File: src/rtl/multicycle_ctrl.sv
// multicycle_ctrl: fetch/decode/execute/memory/write-back sequencer for the RV32I subset core.
// State-only strobes are registered from the next state; handshake, branch and ALU-field terms are combined live.
module multicycle_ctrl (
  input  logic       clk,
  input  logic       rst,
  input  logic [6:0] opcode,
  input  logic [2:0] funct3,
  input  logic       funct7b5,
  input  logic       zero,
  input  logic       mem_ready,
  output logic [2:0] alu_op,
  output logic [1:0] alu_src_a,
  output logic [1:0] alu_src_b,
  output logic [1:0] result_src,
  output logic       adr_src,
  output logic       mem_read,
  output logic       mem_write,
  output logic       ir_write,
  output logic       pc_write,
  output logic       reg_write,
  output logic       instr_done,
  output logic       illegal
);

  localparam logic [6:0] OP_R      = 7'b0110011;
  localparam logic [6:0] OP_I      = 7'b0010011;
  localparam logic [6:0] OP_LOAD   = 7'b0000011;
  localparam logic [6:0] OP_STORE  = 7'b0100011;
  localparam logic [6:0] OP_BRANCH = 7'b1100011;
  localparam logic [6:0] OP_JAL    = 7'b1101111;

  localparam logic [2:0] ALU_ADD = 3'b000;
  localparam logic [2:0] ALU_SUB = 3'b001;
  localparam logic [2:0] ALU_AND = 3'b010;
  localparam logic [2:0] ALU_OR  = 3'b011;
  localparam logic [2:0] ALU_XOR = 3'b100;
  localparam logic [2:0] ALU_SLL = 3'b101;
  localparam logic [2:0] ALU_SRL = 3'b110;
  localparam logic [2:0] ALU_SLT = 3'b111;

  localparam logic [1:0] SRCA_PC    = 2'b00;
  localparam logic [1:0] SRCA_OLDPC = 2'b01;
  localparam logic [1:0] SRCA_RS1   = 2'b10;
  localparam logic [1:0] SRCB_RS2   = 2'b00;
  localparam logic [1:0] SRCB_IMM   = 2'b01;
  localparam logic [1:0] SRCB_FOUR  = 2'b10;
  localparam logic [1:0] RES_ALUOUT = 2'b00;
  localparam logic [1:0] RES_MEM    = 2'b01;
  localparam logic [1:0] RES_LIVE   = 2'b10;

  typedef enum logic [3:0] {
    S_IDLE,
    S_FETCH,
    S_DECODE,
    S_EXECUTE,
    S_ALUWB,
    S_MEMADDR,
    S_MEMREAD,
    S_MEMWB,
    S_MEMWRITE,
    S_BRANCH,
    S_JAL,
    S_JALWB,
    S_TRAP
  } state_t;

  state_t     state_q, state_d;
  logic [2:0] aluOp_q;
  logic [1:0] srcA_q;
  logic [1:0] srcB_q;
  logic [1:0] resSrc_q;
  logic       adrSrc_q;
  logic       memRead_q;
  logic       memWrite_q;
  logic       pcWrite_q;
  logic       regWrite_q;
  logic       done_q;
  logic       illegal_q;

  logic       isRtype;
  logic [2:0] aluDecOp;
  logic       aluDecBad;
  logic       branchBad;
  logic       branchTaken;

  // ALU operation and legality for R/I arithmetic instructions.
  always_comb begin
    isRtype   = (opcode == OP_R);
    aluDecOp  = ALU_ADD;
    aluDecBad = 1'b0;
    case (funct3)
      3'b000:  aluDecOp = (isRtype && funct7b5) ? ALU_SUB : ALU_ADD;
      3'b001:  aluDecOp = ALU_SLL;
      3'b010:  aluDecOp = ALU_SLT;
      3'b100:  aluDecOp = ALU_XOR;
      3'b101: begin
        aluDecOp  = ALU_SRL;
        aluDecBad = funct7b5;
      end
      3'b110:  aluDecOp = ALU_OR;
      3'b111:  aluDecOp = ALU_AND;
      default: aluDecBad = 1'b1;
    endcase
    branchBad   = (funct3[2:1] != 2'b00);
    branchTaken = funct3[0] ? !zero : zero;
  end

  always_comb begin
    state_d = state_q;
    case (state_q)
      S_IDLE:   state_d = S_FETCH;
      S_FETCH:  if (mem_ready) state_d = S_DECODE;
      S_DECODE: begin
        case (opcode)
          OP_R, OP_I:        state_d = aluDecBad ? S_TRAP : S_EXECUTE;
          OP_LOAD, OP_STORE: state_d = S_MEMADDR;
          OP_BRANCH:         state_d = branchBad ? S_TRAP : S_BRANCH;
          OP_JAL:            state_d = S_JAL;
          default:           state_d = S_TRAP;
        endcase
      end
      S_EXECUTE:  state_d = S_ALUWB;
      S_MEMADDR:  state_d = (opcode == OP_STORE) ? S_MEMWRITE : S_MEMREAD;
      S_MEMREAD:  if (mem_ready) state_d = S_MEMWB;
      S_MEMWRITE: if (mem_ready) state_d = S_FETCH;
      S_ALUWB, S_MEMWB, S_JALWB, S_BRANCH: state_d = S_FETCH;
      S_JAL:      state_d = S_JALWB;
      S_TRAP:     state_d = S_TRAP;
      default:    state_d = S_IDLE;
    endcase
  end

  // State register plus the purely state-decoded strobes, loaded from the state being entered.
  always_ff @(posedge clk or posedge rst) begin
    if (rst) begin
      state_q    <= S_IDLE;
      aluOp_q    <= ALU_ADD;
      srcA_q     <= SRCA_PC;
      srcB_q     <= SRCB_RS2;
      resSrc_q   <= RES_ALUOUT;
      adrSrc_q   <= 1'b0;
      memRead_q  <= 1'b0;
      memWrite_q <= 1'b0;
      pcWrite_q  <= 1'b0;
      regWrite_q <= 1'b0;
      done_q     <= 1'b0;
      illegal_q  <= 1'b0;
    end else begin
      state_q    <= state_d;
      aluOp_q    <= ALU_ADD;
      srcA_q     <= SRCA_PC;
      srcB_q     <= SRCB_RS2;
      resSrc_q   <= RES_ALUOUT;
      adrSrc_q   <= 1'b0;
      memRead_q  <= 1'b0;
      memWrite_q <= 1'b0;
      pcWrite_q  <= 1'b0;
      regWrite_q <= 1'b0;
      done_q     <= 1'b0;
      if (state_d == S_TRAP) illegal_q <= 1'b1;
      case (state_d)
        S_FETCH: begin
          memRead_q <= 1'b1;
          srcB_q    <= SRCB_FOUR;
        end
        S_DECODE: begin
          srcA_q <= SRCA_OLDPC;
          srcB_q <= SRCB_IMM;
        end
        S_EXECUTE: begin
          srcA_q <= SRCA_RS1;
          srcB_q <= (opcode == OP_R) ? SRCB_RS2 : SRCB_IMM;
        end
        S_ALUWB: begin
          regWrite_q <= 1'b1;
          done_q     <= 1'b1;
        end
        S_MEMADDR: begin
          srcA_q <= SRCA_RS1;
          srcB_q <= SRCB_IMM;
        end
        S_MEMREAD: begin
          memRead_q <= 1'b1;
          adrSrc_q  <= 1'b1;
        end
        S_MEMWB: begin
          regWrite_q <= 1'b1;
          resSrc_q   <= RES_MEM;
          done_q     <= 1'b1;
        end
        S_MEMWRITE: begin
          memWrite_q <= 1'b1;
          adrSrc_q   <= 1'b1;
        end
        S_BRANCH: begin
          srcA_q  <= SRCA_RS1;
          aluOp_q <= ALU_SUB;
          done_q  <= 1'b1;
        end
        S_JAL: begin
          srcA_q    <= SRCA_OLDPC;
          srcB_q    <= SRCB_FOUR;
          pcWrite_q <= 1'b1;
        end
        S_JALWB: begin
          regWrite_q <= 1'b1;
          resSrc_q   <= RES_LIVE;
          done_q     <= 1'b1;
        end
        default: ;
      endcase
    end
  end

  // Terms that must follow mem_ready, zero or the instruction fields within the current cycle.
  always_comb begin
    alu_op     = (state_q == S_EXECUTE) ? aluDecOp : aluOp_q;
    alu_src_a  = srcA_q;
    alu_src_b  = srcB_q;
    adr_src    = adrSrc_q;
    mem_read   = memRead_q;
    mem_write  = memWrite_q;
    reg_write  = regWrite_q;
    illegal    = illegal_q;
    ir_write   = (state_q == S_FETCH) && mem_ready;
    result_src = ir_write ? RES_LIVE : resSrc_q;
    pc_write   = pcWrite_q || ir_write || ((state_q == S_BRANCH) && branchTaken);
    instr_done = done_q || ((state_q == S_MEMWRITE) && mem_ready);
  end

endmodule

File: config.mk
export PLATFORM = sky130hd
export DESIGN_NAME = multicycle_ctrl
export DESIGN_NICKNAME = d
export VERILOG_FILES = /design/src/rtl/multicycle_ctrl.sv
export SDC_FILE = /design/constraint.sdc
export NUM_CORES = 1
export LEC_CHECK = 0
export ABC_AREA = 1
export CORE_ASPECT_RATIO = 1.75
export CORE_UTILIZATION = 25
export CTS_BUF_LIST = sky130_fd_sc_hd__clkbuf_8
export CTS_CLUSTER_SIZE = 30
export DETAILED_ROUTE_END_ITERATION = 12
export PLACE_DENSITY = 0.56
export SLEW_MARGIN = 10
export SYNTH_ARGS = -nofsm -noshare
export SYNTH_HDL_FRONTEND = slang
export SYNTH_SLANG_ARGS = --single-unit
export TNS_END_PERCENT = 30
File: constraint.sdc
create_clock -name clk -period 3.09 [get_ports clk]
set_input_delay 0.4635 -clock clk [delete_from_list [all_inputs] [get_ports clk]]
set_output_delay 0.4635 -clock clk [all_outputs]
set_load 0.1 [all_outputs]
==> summary.txt, run 1 <==
Outcome
  – Status: completed

Finish
  – FF/Latch Area: 450 µm²
  – Area grow syn2layout: 33.2%
  – N_diodes: 0
  – Share of post-route cells with drive strength above 1: 28.2%
  – Nets@finish: 218
  – Design area: 1610 µm²
  – Fillcell total: 501
  – Multi-input gate area: 632 µm²
  – Fin util: 34.5%

Detailed routing
  – # DRC: 0
  – Final wirelength: 2770 µm
  – 1st-iter DRT viols: 18
  – Drt pass-1 iters: 4
  – DR WL/cell: 10.9 µm
  – Antenna Nets Post-Route: 0
  – Vias per cell: 4.31
  – Total number of vias: 1095

Setup path
  – CP Buf/Inv Count: 2
  – Crit Path Max Fanout: 5
  – Cell mode on critical path: nand2_1
  – Top delay family on crit path: buffers and inverters
  – Crit path arrival time: 1.98 ns
  – Crit start category: primary input
  – Critical path class: in -> out
  – CP max stage delay: 0.45 ns
  – Worst Setup End Kind: output port
  – Critical Path RT: 2.63 ns
  – CP Cell Sequence: clkdlybuf4s50_1, nand2_1, nor2_2, nand4_1, o21ai_0, nand2_1, a21oi_1, buf_12
  – Slowest cell on crit path: clkdlybuf4s50_1

Power
  – Clock power share: 10.4%
  – Max rail drop VDD: 0.736 mV
  – Pwr dens: 1130 nW/µm²
  – Leak: 0.906 nW
  – Comb power frac: 70.0%
  – Internal power: 0.743 mW
  – Psw: 1.07 mW
  – Share of total power in sequential cells: 19.6%
  – Switch share: 59.0%

Global routing
  – First-pass GRT wire length: 4440 µm
  – Total gr overflow: 0
  – Largest net degree at the start of global routing: 19
  – Initial antenna violation count: 0
  – GRT Util Overall: 12.0%
  – Vias in the first global route: 1060

Job
  – Max cap viols: 0

Die
  – Die W: 54.5 µm
  – Initial Util: 25.9%
  – Die area: 5120 µm²
  – Core area: 4670 µm²
  – # rows: 33
  – Die span in y: 93.9 µm
  – Num ports: 32

Placement
  – Hpwl dp: 2370 µm
  – Placed cell area: 1550 µm²
  – IO Port Bufs: 31
  – RePlAce Congestion: 0.831

Clocking
  – CTS clk-pin slew, worst paths: 0.06 ns
  – H-Tree Depth: 1
  – Clock root cell: clkbuf_8
  – Post-CTS Resized: 0
  – CTS tree: done
  – CTS Buf Count: 3
  – Post-CTS Setup Inserts: 0
  – Number of hold buffers added after CTS: 0
  – Clk buf depth: 2
  – Clock Latency Late Sink: 0.25 ns
  – Clk sink count: 18

STA
  – RSZ-0062 raised after global routing: no
  – Final Max Slew Viols: 0
  – Worst Tran Pin Value: 0.678 ns
  – Final setup viols: 0
  – Max Fclk: 409 MHz
  – Fin crit share: 79.1%
  – Final worst clock skew: 0.00368 ns
  – Hold WS: 0.491 ns
  – Final min period: 2.44 ns
  – Fin Setup TNS: 0 ns
  – Hold Fails Final Rpt: 0
  – Max_slew headroom: 54.8%

Logic synthesis
  – Syn_area_per_cell: 7.19 µm²
  – Post-synthesis cell type count: 28
  – Yosys warning count: 0
  – Post-synth top flop: dfrtp_1
  – Register area share after synthesis: 37.3%
  – Mapped cell area: 1210 µm²
  – Async SR Flop Fraction: 100%
  – EDFF count, synth: 0
  – Commonest cells in the netlist: nand2_1, inv_1, nor2_1
  – Synthesized flop and latch total: 18
  – Area share of the largest cell type after synthesis: 37.3%
  – Cell with the most instances after synthesis: nand2_1
  – Syn Inst Count: 168
  – Post-synth top area cell: dfrtp_1
  – Syn Nets: 183
  – Synth top area cells: dfrtp_1, nand2_1, inv_1, nor2_1, nand2_2

Worst hold path
  – HP Class: reg -> reg
==> area by class of cell <==
class,count,area share (%)
Timing Repair Buffer,31,17.4
Clock buffer,4,3.42
Sequential cell,18,28.0
Multi-Input combinational cell,116,39.3
Inverter,33,7.78
Tap cell,52,4.05
==> metal layers <==
layer  routed length (µm)  global-route usage (%)  up-vias
met2                 1630                    22.8       18
li1                     -                       -      583
met3                   59                    1.78        4
met5                    0                       0        -
met1                 1040                    12.0      490
met4                   44                    4.70        0
==> cell usage in the layout, fill, tap and decap left out <==
cell             count
nand2_1             40
inv_1               25
nor2_1              20
dfrtp_1             18
buf_4               16
clkdlybuf4s50_1     14
nand2_2              9
nand3_1              8
inv_2                7
nand2_4              5
nor2_4               4
a21oi_1              4
nand4_1              4
nor2_2               4
clkbuf_8             4
o21ai_1              3
nor3_2               2
o21ai_0              2
nand3_2              1
o21ai_2              1
nand3b_4             1
o211ai_1             1
and3_1               1
clkinv_2             1
nand3b_1             1
or2_2                1
xor2_1               1
a31oi_1              1
nor3_1               1
o21bai_1             1
buf_12               1
==> state kept, by name, summed over array words and instances, names as in the netlist, 2 cells and up <==
name / cells
state_q: 4
resSrc_q: 2
alu_src_a: 2
alu_src_b: 2
==> cells by family after synthesis <==
| kind of cell | count (synthesis) | share of synthesized area (%) |
|---|---|---|
| buffers and inverters | 34 | 10.8 |
| xor gates and xnor gates | 1 | 0.726 |
| and+or+nand+nor | 102 | 45.0 |
| DFF | 18 | 37.3 |
| AOI/OAI and AO/OA | 13 | 6.22 |
==> worst reg2reg max path: cells and delay by family (launching register included) <==
| family | cells | cell delay (ns) |
|---|---|---|
| and+or+nand+nor | 9 | 0.95 |
| DFF | 1 | 0.41 |
| buffers and inverters | 2 | 0.19 |
==> power by group through the flow <==
| stage | Combinational (mW) | Clock, mW | Sequential (mW) |
|---|---|---|---|
| floorplan | 0.762 | 0 | 0.598 |
| global placement | 1.28 | 0 | 0.357 |
| detailed placement | 1.29 | 0 | 0.360 |
| CTS | 1.29 | 0.197 | 0.356 |
| global route | 1.36 | 0.206 | 0.363 |
| finish | 1.27 | 0.188 | 0.356 |
==> metrics by stage <==
| stage | cells | worst slack [ns] | power [mW] |
|---|---|---|---|
| CTS | 254 | 0.623 | 1.84 |
| finish | 254 | 0.646 | 1.81 |
| floorplan | 168 | 0.147 | 1.36 |
| global placement | 250 | 0.664 | 1.64 |
| global route | 254 | 0.495 | 1.93 |
| detailed placement | 250 | 0.623 | 1.65 |
==> worst paths after layout <==
check	depth (start not counted)	slack, ns	endpoint	start
setup reg to reg	11	1.45	alu_src_b[0]	state_q[3]
max in group asynchronous	2	2.05	resSrc_q[1]	rst
setup / recovery	8	0.65	alu_op[0]	opcode[0]
hold / removal	1	0.49	illegal	illegal
hold reg to reg	1	0.49	illegal	illegal
min in group asynchronous	2	0.61	done_q	rst
Note: power is estimated with default switching activity, not from simulation.
==> inputs of run 2 (changes only) <==
==> constraint.sdc (replaced) <==
create_clock -name clk -period 2.4 [get_ports clk]
set_input_delay 0.36 -clock clk [delete_from_list [all_inputs] [get_ports clk]]
set_output_delay 0.36 -clock clk [all_outputs]
set_load 0.1 [all_outputs]
==> summary.txt, run 2 (synthesis gave the netlist of run 1 again) <==
STA
  – Worst Tran Pin Value: 0.667 ns
  – Final Max Slew Viols: 0
  – Final setup viols: 0
  – Max_slew headroom: 55.5%
  – Max Fclk: 456 MHz
  – Fin crit share: 91.3%
  – Final min period: 2.19 ns
  – Final worst slack: 0.208 ns
  – RSZ-0062 raised after global routing: no
  – Hold Fails Final Rpt: 0
  – Final worst clock skew: 0.00303 ns

Placement
  – IO Port Bufs: 31
  – Dpl ws: 0.159 ns
  – RePlAce Congestion: 0.867
  – Hpwl dp: 2350 µm

Clocking
  – Clock root cell: clkbuf_8
  – Clk buf depth: 2
  – CTS tree: done
  – Clock Latency Late Sink: 0.25 ns
  – Post-CTS Setup Inserts: 0
  – Number of hold buffers added after CTS: 0
  – H-Tree Depth: 1
  – CTS clk-pin slew, worst paths: 0.06 ns
  – Clk sink count: 18
  – CTS Buf Count: 3

Setup path
  – Top delay family on crit path: buffers and inverters
  – Worst reg2reg startpoint: state_q[2]
  – FF-to-FF path depth: 10
  – CP Buf/Inv Count: 2
  – Crit start category: primary input
  – Critical path class: in -> out
  – Crit path arrival time: 1.83 ns
  – Critical path origin: opcode[0]
  – CP max stage delay: 0.45 ns
  – CP Cell Sequence: clkdlybuf4s50_1, nand2_1, nor2_2, nand4_1, o21ai_0, nand2_1, a21oi_2, buf_12
  – CP Depth: 8
  – CP Capture Point: alu_op[0]
  – Crit Path Max Fanout: 5
  – Critical Path RT: 2.04 ns
  – Worst Setup End Kind: output port
  – Reg2reg end: alu_src_b[1]
  – Worst reg-to-reg setup slack: 0.75 ns
  – Cell mode on critical path: nand2_1
  – Slowest cell on crit path: clkdlybuf4s50_1

Detailed routing
  – Vias per cell: 4.39
  – 1st-iter DRT viols: 11
  – Total number of vias: 1114
  – DR WL/cell: 10.6 µm
  – # DRC: 0
  – Drt pass-1 iters: 4
  – Final wirelength: 2700 µm
  – Antenna Nets Post-Route: 0

Power
  – Pwr dens: 1430 nW/µm²
  – Comb power frac: 71.3%
  – Leak: 0.927 nW
  – Share of total power in sequential cells: 18.8%
  – Max rail drop VDD: 0.874 mV
  – Power, Total: 2.44 mW
  – Switch share: 57.3%
  – Psw: 1.40 mW
  – Internal power: 1.04 mW
  – Clock power share: 9.9%

Die
  – Die W: 54.5 µm
  – Core area: 4670 µm²
  – Die area: 5120 µm²
  – Num ports: 32
  – Die span in y: 93.9 µm
  – Initial Util: 25.9%
  – # rows: 33

Global routing
  – Vias in the first global route: 1093
  – Total gr overflow: 0
  – GRT Util Overall: 13.0%
  – Initial antenna violation count: 0
  – Largest net degree at the start of global routing: 19
  – First-pass GRT wire length: 4820 µm

Finish
  – Commonest non-fill, non-tap cell in the layout: nand2_1
  – Most frequent cells in the layout: nand2_1, inv_1, nor2_1
  – Share of post-route cells with drive strength above 1: 28.7%
  – Flip-flop count of the largest register after layout: 4
  – N_diodes: 0
  – Fin util: 36.4%
  – Fillcell total: 510
  – Nets@finish: 218
  – Area grow syn2layout: 40.7%
  – Reg with most FFs: state_q

Job
  – Max cap viols: 0

Worst hold path
  – HP Class: reg -> reg

Outcome
  – Status: completed
[run 2: changes by cell type in the layout (fill, tap and decap cells not counted)]
| cell | previous run | this run |
|---|---|---|
| buf_12 | 1 | 8 |
| a21oi_2 | 0 | 1 |
| buf_4 | 16 | 9 |
| a21oi_1 | 4 | 3 |
[run 2: cell type report]
class                      instances  area (µm²)  share of cell area [%]
sequential                        18         450                    26.5
clock buffer                       4        55.1                    3.24
inverter                          33         125                    7.36
multi-input combinational        116         636                    37.4
tap                               52        65.1                    3.83
timing repair buffer              31         368                    21.6
[run 2: per-stage QoR]
step / cell area (µm²) / std cells / hold slack, ns / TNS (ns)
2_1_floorplan: 1210 / 168 / 0.299 / -0.336
3_3_place_gp: 1640 / 250 / 0.484 / 0
3_5_place_dp: 1640 / 250 / 0.488 / 0
4_1_cts: 1700 / 254 / 0.503 / 0
5_1_grt: 1700 / 254 / 0.548 / 0
6_report: 1700 / 254 / 0.488 / 0
[run 2: worst min path at each step]
| stage | depth (start not counted) | from | slack [ns] | end |
|---|---|---|---|---|
| final | 1 | illegal | 0.49 | illegal |
| after global routing | 1 | illegal | 0.55 | illegal |
| after CTS | 1 | illegal | 0.50 | illegal |
| after detailed placement | 1 | illegal | 0.49 | illegal |
| after global placement | 1 | illegal | 0.48 | illegal |
| after floorplan | 1 | rst | 0.30 | adr_src |
[run 2: power groups by stage]
stage                     clock, mW  combinational (mW)  sequential [mW]
final                         0.241                1.74            0.459
after global placement            0                1.75            0.463
after global routing          0.264                1.86            0.470
after detailed placement          0                1.75            0.467
after floorplan                   0               0.981            0.770
after CTS                     0.251                1.75            0.461
[run 2: what timing repair did]
item / 4_1_cts / 5_1_grt
resized for setup: 0 / 1
hold endpoints to repair: 0 / 0
endpoints found under the setup margin: 0 / 1
[run 2: metal layers]
metal,vias up,global-route usage [%],share of wire [%]
li1,582,-,-
met1,497,14.6,37
met2,24,22.0,56
met3,11,1.46,1.7
met4,0,8.12,5.1
met5,-,0,0
==> inputs of run 3 (changes only) <==
--- a/config.mk
+++ b/config.mk
@@ -6,7 +6,7 @@
 export NUM_CORES = 1
 export LEC_CHECK = 0
 export ABC_AREA = 1
-export CORE_ASPECT_RATIO = 1.75
+export CORE_ASPECT_RATIO = 0.6
 export CORE_UTILIZATION = 25
 export CTS_BUF_LIST = sky130_fd_sc_hd__clkbuf_8
 export CTS_CLUSTER_SIZE = 30
@@ -16,4 +16,3 @@
 export SYNTH_ARGS = -nofsm -noshare
 export SYNTH_HDL_FRONTEND = slang
 export SYNTH_SLANG_ARGS = --single-unit
-export TNS_END_PERCENT = 30
==> summary.txt, run 3 (synthesis gave the netlist of run 1 again) <==
Finish
  – Share of post-route cells with drive strength above 1: 28.7%
  – Area grow syn2layout: 42.3%
  – Flip-flop count of the largest register after layout: 4
  – Commonest non-fill, non-tap cell in the layout: nand2_1
  – N_diodes: 0
  – Fillcell total: 486
  – Fin util: 37.2%
  – Non-Filler Instances: 265
  – Most frequent cells in the layout: nand2_1, inv_1, nor2_1
  – FF/Latch Area: 450 µm²
  – Reg with most FFs: state_q
  – Multi-input gate area: 641 µm²
  – Design area: 1720 µm²
  – Nets@finish: 218

Setup path
  – Crit start category: primary input
  – CP Depth: 8
  – Cell mode on critical path: nand2_1
  – Top delay family on crit path: buffers and inverters
  – Crit Path Max Fanout: 5
  – Worst Setup End Kind: output port
  – CP Cell Sequence: clkdlybuf4s50_1, nand2_1, nor2_4, nand4_1, o21ai_0, nand2_1, a21oi_2, buf_12
  – CP max stage delay: 0.45 ns
  – Slowest cell on crit path: clkdlybuf4s50_1
  – CP Buf/Inv Count: 2
  – Critical Path RT: 2.04 ns
  – Critical path class: in -> out
  – FF-to-FF path depth: 10
  – Crit path arrival time: 1.86 ns

STA
  – Fin Setup TNS: 0 ns
  – Worst Tran Pin Value: 0.675 ns
  – Final min period: 2.22 ns
  – Final worst clock skew: 0.000957 ns
  – Final worst slack: 0.179 ns
  – Fin crit share: 92.5%
  – Max Fclk: 450 MHz
  – Hold WS: 0.499 ns
  – Final setup viols: 0
  – Hold Fails Final Rpt: 0
  – RSZ-0062 raised after global routing: no
  – Max_slew headroom: 54.9%
  – Final Max Slew Viols: 0

Detailed routing
  – DR WL/cell: 10.5 µm
  – # DRC: 0
  – Antenna Nets Post-Route: 0
  – Total number of vias: 1093
  – Met3 wire len: 165 µm
  – Uppermost layer routed: met3
  – Routed wl met2: 960 µm
  – Vias per cell: 4.12
  – Final wirelength: 2790 µm
  – Drt pass-1 iters: 4
  – DRT met1 WL: 1660 µm
  – 1st-iter DRT viols: 75

Job
  – Max cap viols: 0

Worst hold path
  – HP Class: reg -> reg
  – Hold path depth: 1

Die
  – Die W: 91.7 µm
  – Die span in y: 55.8 µm
  – Num ports: 32
  – Initial Util: 26.2%
  – # rows: 19
  – Core area: 4610 µm²
  – Die area: 5120 µm²

Placement
  – Inst Count DP: 261
  – Placed cell area: 1660 µm²
  – Dpl ws: 0.155 ns
  – IO Port Bufs: 31
  – Hpwl dp: 2320 µm
  – RePlAce Congestion: 0.868

Clocking
  – Clk buf depth: 2
  – Clock Latency Late Sink: 0.25 ns
  – H-Tree Depth: 1
  – CTS tree: done
  – Number of hold buffers added after CTS: 0
  – CTS Buf Count: 3
  – Clock root cell: clkbuf_8
  – CTS clk-pin slew, worst paths: 0.07 ns
  – Clk sink count: 18

Power
  – Share of total power in sequential cells: 18.8%
  – Leak: 0.927 nW
  – Switch share: 57.2%
  – Comb power frac: 71.2%
  – Clock power share: 10.0%
  – Psw: 1.39 mW
  – Max rail drop VDD: 0.427 mV
  – Power, Total: 2.43 mW
  – Pwr dens: 1420 nW/µm²
  – Internal power: 1.04 mW

Global routing
  – GRT Util Overall: 12.2%
  – Initial antenna violation count: 0
  – Vias in the first global route: 1000
  – Largest net degree at the start of global routing: 19
  – Total gr overflow: 0
  – First-pass GRT wire length: 4850 µm

Outcome
  – Status: completed
[run 3: cell count changes in the layout (fill, tap and decap cells not counted)]
| cell | before | now |
|---|---|---|
| nor2_2 | 4 | 3 |
| nor2_4 | 4 | 5 |
[run 3: path summary, 6_finish.rpt]
path                       slack, ns      endpoint       start
setup / recovery                0.18     alu_op[0]   opcode[1]
hold / removal                  0.50       illegal     illegal
setup reg to reg                0.77  alu_src_b[0]  state_q[3]
hold reg to reg                 0.50       illegal     illegal
max in group asynchronous       1.46       illegal         rst
min in group asynchronous       0.51     reg_write         rst
[run 3: cell type report]
class	instances	area share, %
timing repair buffer	31	21.4
inverter	33	7.28
multi-input combinational	116	37.3
sequential	18	26.2
clock buffer	4	3.20
tap	63	4.59
[run 3: layer usage]
| layer | GRT usage [%] | up-vias |
|---|---|---|
| met1 | 20.5 | 479 |
| li1 | - | 589 |
| met3 | 4.37 | 0 |
| met4 | 0.670 | 0 |
| met5 | 0 | - |
| met2 | 14.6 | 25 |
[run 3: repair_timing]
item / in CTS / in global routing
setup endpoints to repair: 0 / 1
hold endpoints to repair: 0 / 0
setup buffers: 0 / 0
resized for setup: 0 / 1
[run 3: power groups by stage]
stage               Clock (mW)  Sequential (mW)  Combinational [mW]
floorplan                    0            0.770               0.985
global placement             0            0.463                1.74
detailed placement           0            0.462                1.73
CTS                      0.249            0.457                1.74
global route             0.263            0.465                1.85
finish                   0.244            0.458                1.73
[run 3: worst reg2reg max path, delay by kind of cell (launching register included)]
family / cells / cell delay, ns
flip-flops: 1 / 0.42
AND/OR/NAND/NOR: 8 / 0.92
AO/OA/AOI/OAI: 1 / 0.09
buffers and inverters: 1 / 0.14
